$ cat src/rtl/pipe_ctrl_pkg.sv
// Shared types for the pipeline stall/flush sequencer.
// Stage-register control bundle and FSM state encoding.
package pipe_ctrl_pkg;

  typedef enum logic [1:0] {
    RUN,
    MDU_WAIT,
    HALT
  } state_t;

  localparam logic [4:0] REG_ZERO = 5'd0;

  typedef struct packed {
    logic en;
    logic clr;
    logic bb;
  } stage_ctrl_t;

endpackage

$ cat src/rtl/sat_counter.sv
// Saturating up-counter used for pipeline performance counters.
// Sticks at all-ones once reached; synchronous clear on rst.
module sat_counter #(
  parameter int W = 16
) (
  input  logic         clk,
  input  logic         rst,
  input  logic         inc,
  output logic [W-1:0] q
);

  // count up on inc, hold at all-ones
  always_ff @(posedge clk) begin
    if (rst)
      q <= '0;
    else if (inc && q != '1)
      q <= q + W'(1);
  end

endmodule

$ cat src/rtl/pipe_hazard_ctrl.sv
// Central stall/flush sequencer for the 5-stage pipeline.
// Load-use, redirect, MDU occupancy and sticky halt control.
module pipe_hazard_ctrl
  import pipe_ctrl_pkg::*;
#(
  parameter int MDU_CYCLES = 4,
  parameter int PERF_W     = 16
) (
  input  logic              clk,
  input  logic              rst,
  input  logic [4:0]        id_rs,
  input  logic [4:0]        id_rt,
  input  logic              id_rs_used,
  input  logic              id_rt_used,
  input  logic              ex_is_load,
  input  logic [4:0]        ex_rd,
  input  logic              id_jump,
  input  logic              ex_branch_taken,
  input  logic              ex_mdu_start,
  input  logic              wb_halt,
  output logic              pc_en,
  output logic              ifid_en,
  output logic              ifid_clr,
  output logic              ifid_bb,
  output logic              idex_en,
  output logic              idex_clr,
  output logic              exmem_en,
  output logic              exmem_clr,
  output logic              halted,
  output logic              mdu_busy,
  output logic [PERF_W-1:0] stall_cnt,
  output logic [PERF_W-1:0] flush_cnt
);

  localparam bit MDU_MULTI = (MDU_CYCLES > 1);
  localparam logic [3:0] CNT_INIT =
    4'(MDU_CYCLES > 1 ? MDU_CYCLES - 2 : 0);

  localparam stage_ctrl_t GO   = '{en: 1'b1, clr: 1'b0, bb: 1'b0};
  localparam stage_ctrl_t HOLD = '{en: 1'b0, clr: 1'b0, bb: 1'b0};
  localparam stage_ctrl_t WIPE = '{en: 1'b0, clr: 1'b1, bb: 1'b0};

  state_t      state, state_n;
  logic [3:0]  cnt, cnt_n;
  stage_ctrl_t pc, ifid, idex, exmem;
  logic        lu, stall_inc, flush_inc;
  logic        unused_bits;

  assign lu = ex_is_load && ex_rd != REG_ZERO &&
              ((id_rs_used && id_rs == ex_rd) ||
               (id_rt_used && id_rt == ex_rd));

  // state and MDU countdown registers
  always_ff @(posedge clk) begin
    if (rst) begin
      state <= RUN;
      cnt   <= '0;
    end else begin
      state <= state_n;
      cnt   <= cnt_n;
    end
  end

  // next-state and stage controls; reset forces a clear
  always_comb begin
    state_n   = state;
    cnt_n     = cnt;
    pc        = GO;
    ifid      = GO;
    idex      = GO;
    exmem     = GO;
    flush_inc = 1'b0;
    halted    = 1'b0;
    mdu_busy  = 1'b0;
    unique case (state)
      RUN: begin
        if (wb_halt) begin
          pc      = HOLD;
          ifid    = HOLD;
          idex    = HOLD;
          exmem   = HOLD;
          state_n = HALT;
        end else if (ex_branch_taken) begin
          ifid.clr  = 1'b1;
          idex.clr  = 1'b1;
          flush_inc = 1'b1;
        end else if (ex_mdu_start && MDU_MULTI) begin
          pc.en     = 1'b0;
          ifid.en   = 1'b0;
          idex.en   = 1'b0;
          exmem.clr = 1'b1;
          cnt_n     = CNT_INIT;
          state_n   = MDU_WAIT;
        end else if (lu) begin
          pc.en    = 1'b0;
          ifid.en  = 1'b0;
          idex.clr = 1'b1;
        end else if (id_jump) begin
          ifid.clr  = 1'b1;
          flush_inc = 1'b1;
        end
      end
      MDU_WAIT: begin
        pc.en     = 1'b0;
        ifid.en   = 1'b0;
        idex.en   = 1'b0;
        exmem.clr = 1'b1;
        mdu_busy  = 1'b1;
        if (wb_halt)
          state_n = HALT;
        else if (cnt == 4'd0)
          state_n = RUN;
        else
          cnt_n = cnt - 4'd1;
      end
      HALT: begin
        pc     = HOLD;
        ifid   = HOLD;
        idex   = HOLD;
        exmem  = HOLD;
        halted = 1'b1;
      end
      default: state_n = RUN;
    endcase
    if (rst) begin
      pc        = WIPE;
      ifid      = WIPE;
      idex      = WIPE;
      exmem     = WIPE;
      flush_inc = 1'b0;
    end
  end

  assign stall_inc = !rst && state != HALT && !pc.en;

  assign pc_en     = pc.en;
  assign ifid_en   = ifid.en;
  assign ifid_clr  = ifid.clr;
  assign ifid_bb   = ifid.bb;
  assign idex_en   = idex.en;
  assign idex_clr  = idex.clr;
  assign exmem_en  = exmem.en;
  assign exmem_clr = exmem.clr;

  assign unused_bits = ^{pc.clr, pc.bb, idex.bb, exmem.bb};

  sat_counter #(.W(PERF_W)) u_stall (
    .clk (clk),
    .rst (rst),
    .inc (stall_inc),
    .q   (stall_cnt)
  );

  sat_counter #(.W(PERF_W)) u_flush (
    .clk (clk),
    .rst (rst),
    .inc (flush_inc),
    .q   (flush_cnt)
  );

endmodule

$ cat config.mk
export PLATFORM = sky130hd
export DESIGN_NAME = pipe_hazard_ctrl
export DESIGN_NICKNAME = d
export VERILOG_FILES = /design/src/rtl/pipe_ctrl_pkg.sv /design/src/rtl/sat_counter.sv /design/src/rtl/pipe_hazard_ctrl.sv
export SDC_FILE = /design/constraint.sdc
export NUM_CORES = 1
export LEC_CHECK = 0
export BUFFER_PORTS_ARGS = -buffer_cell sky130_fd_sc_hd__buf_2
export CAP_MARGIN = 15
export CORE_MARGIN = 5
export CORE_UTILIZATION = 40
export CTS_CLUSTER_DIAMETER = 40
export DETAILED_ROUTE_END_ITERATION = 10
export PLACE_DENSITY = 0.63
export SLEW_MARGIN = 20
export SYNTH_ARGS = -nofsm -noshare
export SYNTH_HDL_FRONTEND = slang
export SYNTH_SLANG_ARGS = --single-unit
$ cat constraint.sdc
create_clock -name clk -period 6.7 [get_ports clk]
set_input_delay 2.01 -clock clk [delete_from_list [all_inputs] [get_ports clk]]
set_output_delay 2.01 -clock clk [all_outputs]
set_load 0.005 [all_outputs]
==> Yosys cells after proc, flatten, opt, wreduce, memory -nomap -nowiden <==
Index checks and enable logic that the tools add are counted.
{ "totals": {"regBits": 38, "inputBits": 24, "elab_cells": 88} }
{ "op_classes": {"add_sub_neg": 3, "eq_ne": 15, "n_mux": 47, "bitwise_logic": 1, "reduce_logical": 18} }
{ "ops": {"columns": ["operator", "n"], "rows": [
  ["adder 16 x 1 -> 16 bit (second input constant)", 2],
  ["inequality test 16 bit (second input constant)", 2],
  ["two-way mux 1 bit", 22],
  ["two-way mux 4 bit", 5],
  ["two-way mux 2 bit", 9],
  ["two-way mux 3 bit", 4],
  ["inequality test 2 bit (second input constant)", 6],
  ["equality test 5 bit", 2],
  ["one-hot mux 1 bit (2 select lines)", 5],
  ["inequality test 3 bit (second input constant)", 3],
  ["logical AND 1 bit", 8],
  ["one-hot mux 4 bit (2 select lines)", 1],
  ["one-hot mux 2 bit (3 select lines)", 1],
  ["AND reduction 6 bit", 1],
  ["nonzero test 5 bit", 1],
  ["zero test 4 bit", 1],
  ["AND reduction 4 bit", 1],
  ["subtractor 4 x 1 -> 4 bit (second input constant)", 1],
  ["equality test 2 x 1 -> 1 bit (second input constant)", 1],
  ["equality test 2 bit (second input constant)", 1],
  ["zero test 1 bit", 2],
  ["zero test 2 bit", 1],
  ["nonzero test 2 bit", 1],
  ["OR reduction 2 bit", 1],
  ["2 further kinds", 2]
]} }

==> Longest topological paths before layout <==
{ "logic_depth": {"depth_word": 13, "depth_mapped": 9} }

==> Modules after synthesis <==
Synthesis repeated with hierarchy kept, for this count alone.
{ "unflattened": {"cells_unflattened": 285, "hier_area_um2": 2379.8} }
{ "by_module_without_submodules": {"columns": ["mod", "n_inst", "cells_each", "area_per_inst_um2", "seq_area_each_um2"], "rows": [
  ["sat_counter", 2, 99, 848.3, 320.3],
  ["pipe_hazard_ctrl", 1, 87, 683.2, 120.1]
]} }

==> Least setup slack after synthesis <==
Ideal clock, no wire load.
{ "synth_timing": {"path_type": "input -> output", "startpoint": "input ex_rd[1]", "endpoint": "output pc_en", "t_arrival_ps": 3273, "path_slack_ps": 1417, "cell_stages": 5, "path_buffers": 1, "path_cell_list": "or4_1 > o21ai_2 > nor2_1 > a21boi_0 > buf_4"} }
{ "synth_via": {"elab_chain_cells": 10, "word_cells_on_any_way": 14} }
{ "synth_lines": {"columns": ["element", "line", "rtl"], "rows": [
  ["from (decl)", "pipe_hazard_ctrl.sv:16", "input logic [4:0] ex_rd,"],
  ["equality test 5 bit (on tied branches)", "pipe_hazard_ctrl.sv:50, pipe_hazard_ctrl.sv:51", null],
  ["logical AND 1 bit (on tied branches)", "pipe_hazard_ctrl.sv:50, pipe_hazard_ctrl.sv:51", null],
  ["logical OR 1 bit", "pipe_hazard_ctrl.sv:50", "((id_rs_used && id_rs == ex_rd) ||"],
  ["logical AND 1 bit (*)", "pipe_hazard_ctrl.sv:49", "assign lu = ex_is_load && ex_rd != REG_ZERO &&"],
  ["two-way mux 1 bit (*)", "pipe_hazard_ctrl.sv:94", "end else if (lu) begin"],
  ["two-way mux 1 bit (*)", "pipe_hazard_ctrl.sv:87", "end else if (ex_mdu_start && MDU_MULTI) begin"],
  ["two-way mux 1 bit (*)", "pipe_hazard_ctrl.sv:83", "end else if (ex_branch_taken) begin"],
  ["two-way mux 1 bit (*)", "pipe_hazard_ctrl.sv:77", "if (wb_halt) begin"],
  ["one-hot mux 1 bit (2 select lines) (*)", "pipe_hazard_ctrl.sv:75", "unique case (state)"],
  ["two-way mux 3 bit (*)", "pipe_hazard_ctrl.sv:125", "if (rst) begin"],
  ["to (decl)", "pipe_hazard_ctrl.sv:21", "output logic pc_en,"]
]} }
Mark *: on every way between the ends. The rest lies on a longest branch, timed or not.

==> Worst setup path after layout <==
Same ends and word-level chain as after synthesis.

==> metrics.md <==
| Metric | Value |
|---|---|
| Dpl ws | 1.18 ns |
| Utilization after layout | 0.481 |
| Fmax | 0.182 GHz |
| Sw power | 165 uW |
| Register share of total power | 0.458 |
| Leading area contributor after synthesis | dfxtp_1 |
| EDFF count, synth | 0 |
| RSZ-0062 raised after global routing | no |
| Fin cells | 427 |
| Worst-margin pin slew | 0.980 ns |
| First-pass GRT wire length | 9390 um |
| Minimum clock period | 5.50 ns |
| # diodes | 0 |
| Largest net degree at the start of global routing | 50 |
| Clock Latency Late Sink | 0.29 ns |
| Io pins | 66 |
| Die extent in x | 86.6 um |
| Synthesized area | 2350 um^2 |
| Setup CP Type | input port to primary output |
| Leakage power | 1.16 nW |
| Post-cts repair resize count | 0 |
| Clk_skew | 0.00650 ns |
| Gpl congestion | 0.793 |
| Post-CTS setup buffers | 0 |
| Fin nets | 382 |
| CTS H-tree depth | 2 |
| Sw Share | 0.307 |
| Post-synth top area share | 0.324 |
| Die H | 86.6 um |
| Clk root buf | clkbuf_8 |
| Register clock-pin slew on the reported worst setup and hold paths | 0.07 ns |
| Warnings, synthesis | 0 |
| Worst setup EP type | primary output |
| Power Dens Cells | 192 nW/um^2 |
| Arr. time, crit path | 3.49 ns |
| Worst setup margin | 1.20 ns |
| Combinational power share | 0.236 |
| DIE AREA | 7500 um^2 |
| Synth top area cells | dfxtp_1 (32%), a21oi_1 (4.7%), or3_1 (4.3%), nor2_1 (4.2%), xnor2_1 (4.1%) |
| Row Count | 28 |
| Max cap viols | 0 |
| Headroom to the max-slew limit | 0.344 |
| Dpl hpwl | 4180 um |
| DRT iter0 DRCs | 125 |
| Post-synthesis sequential area ratio | 0.324 |
| Gr usage total | 0.153 |
| #FFs+latches synth | 38 |
| Outcome | finished clean |
| Final Cycle Share | 0.822 |
| Syn Inst Count | 294 |
| Total Power | 538 uW |
| Post-CTS Hold Buffers | 0 |
| CTS max path bufs | 2 |
| Post-synthesis async set-or-reset flop share | 0 |
| Core ar. | 5820 um^2 |
| Vias in the first global route | 2088 |
| Filler Cell Count | 608 |
| Setup violators final | 0 |
| Vias | 2310 |
| Grt total ovfl | 0 |
| Ys flop type | dfxtp_1 |
| Drt drc | 0 |
| Worst-path maximum fanout | 4 |
| I/O Buffers | 64 |
| Inserted Clock Buffers | 5 |
| Detailed-route wire length per cell | 13.1 um |
| Fin Setup TNS | 0 ns |
| Clk sinks | 38 |
| Post-DRT Antenna Nets | 0 |
| Layout cells sized above 1 | 0.256 |
| Starting density of the core | 0.404 |
| Distinct cells, synth | 52 |
| Crit path launch type | input port |
| Worst hold path type | flop to flop |
| Syn nets | 325 |
| Initial antenna violation count | 0 |
| Power Internal | 372 uW |
| Pins Over Slew Limit | 0 |
| Area Growth Syn to Fin | 19.2% |
| Avg Inst Size Synth | 7.98 um^2 |
| Worst EP required | 4.69 ns |
| Maximum VDD drop | 0.112 mV |
| Vias per cell | 5.41 |
| Clk network pwr share | 0.306 |
| Placed cell count | 419 |
| Total wire length | 5600 um |
| Hold Vio Cnt, Final | 0 |
| CTS tree | built |
| DRT Pass-1 Iters | 5 |
-- worst paths after layout --
kind,from,end,slack [ns],depth (start not counted)
worst max-delay path,ex_rd[1],pc_en,1.20,6
worst min-delay path,u_stall.q[9],u_stall.q[9],0.50,2
worst min register to register,u_stall.q[9],u_stall.q[9],0.50,2
worst max register to register,state[0],u_flush.q[7],4.32,8
-- routing by layer --
metal,vias to the layer above,routed length [um],GRT usage
li1,1173,-,-
met1,1061,2700,0.205
met2,69,2480,0.239
met3,7,346,0.0342
met4,0,63,0.0581
met5,-,0,0
-- cell families (layout without fill, tap and decap cells) --
logic type,after synthesis,count (layout),share of synthesized area
and+or+nand+nor,139,139,0.330
adders and majority gates,7,7,0.0373
other,1,1,0.00160
DFF,38,38,0.324
buffers and inverters,22,80,0.0416
AOI/OAI and AO/OA,62,62,0.161
muxes,11,11,0.0517
xor gates and xnor gates,14,14,0.0522
-- metrics by stage --
step                      hold slack (ns)  area [um^2]
after floorplan                     0.480         2350
final                               0.504         2800
after detailed placement            0.493         2700
after global routing                0.539         2800
after CTS                           0.503         2790
after global placement              0.484         2700
-- critical path, cell delays in order --
cell and delay (ns):
buf_2 0.12, or4_1 0.55, o21ai_2 0.23, nor2_1 0.07, a21boi_0 0.32, buf_2 0.20
-- cell type report --
| cell class | count | area, um^2 | share of cell area |
|---|---|---|---|
| Clock inverter | 1 | 5.00 | 0.00179 |
| Clock buffer | 7 | 86.3 | 0.0309 |
| Inverter | 8 | 30.0 | 0.0107 |
| Timing Repair Buffer | 64 | 320 | 0.114 |
| Sequential cell | 38 | 761 | 0.272 |
| Tap cell | 75 | 93.8 | 0.0335 |
| Multi-Input combinational cell | 234 | 1500 | 0.537 |
-- power by group through the flow --
stage | registers, mW | logic [mW] | clock network, mW
finish | 0.246 | 0.127 | 0.165
global route | 0.248 | 0.145 | 0.177
detailed placement | 0.252 | 0.127 | 0
global placement | 0.251 | 0.126 | 0
floorplan | 0.250 | 0.0926 | 0
CTS | 0.247 | 0.127 | 0.171
-- placed cells by master, fill, tap and decap left out, types with 2 or more instances in the layout --
cell / count
xnor2_1: 11
or3_1: 16
nand2_1: 18
mux2_2: 7
buf_2: 64
and3_1: 9
clkbuf_8: 6
nand4_1: 8
nor3_1: 4
dfxtp_1: 38
mux2i_1: 2
o21ai_0: 15
and2_1: 5
or4_1: 4
nor2b_1: 11
nand3_1: 19
nor4_1: 3
mux2_1: 2
o31ai_1: 4
inv_1: 8
nand2b_1: 2
xor2_1: 3
and4_1: 4
a21oi_1: 22
ha_1: 7
o21ai_1: 6
or2_2: 3
nor2_1: 26
-- synthesized netlist by cell type (all sizes together), types with 7 or more instances --
cell    number
dfxtp       38
clkbuf       7
or3         16
a21oi       23
and3         9
ha           7
nor2        26
xnor2       11
nand4        8
inv          8
nand3       19
nor2b       11
mux2         9
buf          7
o21ai       22
nand2       18
-- registers in the layout (all words and copies together) (netlist names) --
signal	count
cnt	4
u_stall.q	16
state	2
u_flush.q	16
Power figures use the tool's default switching activity.
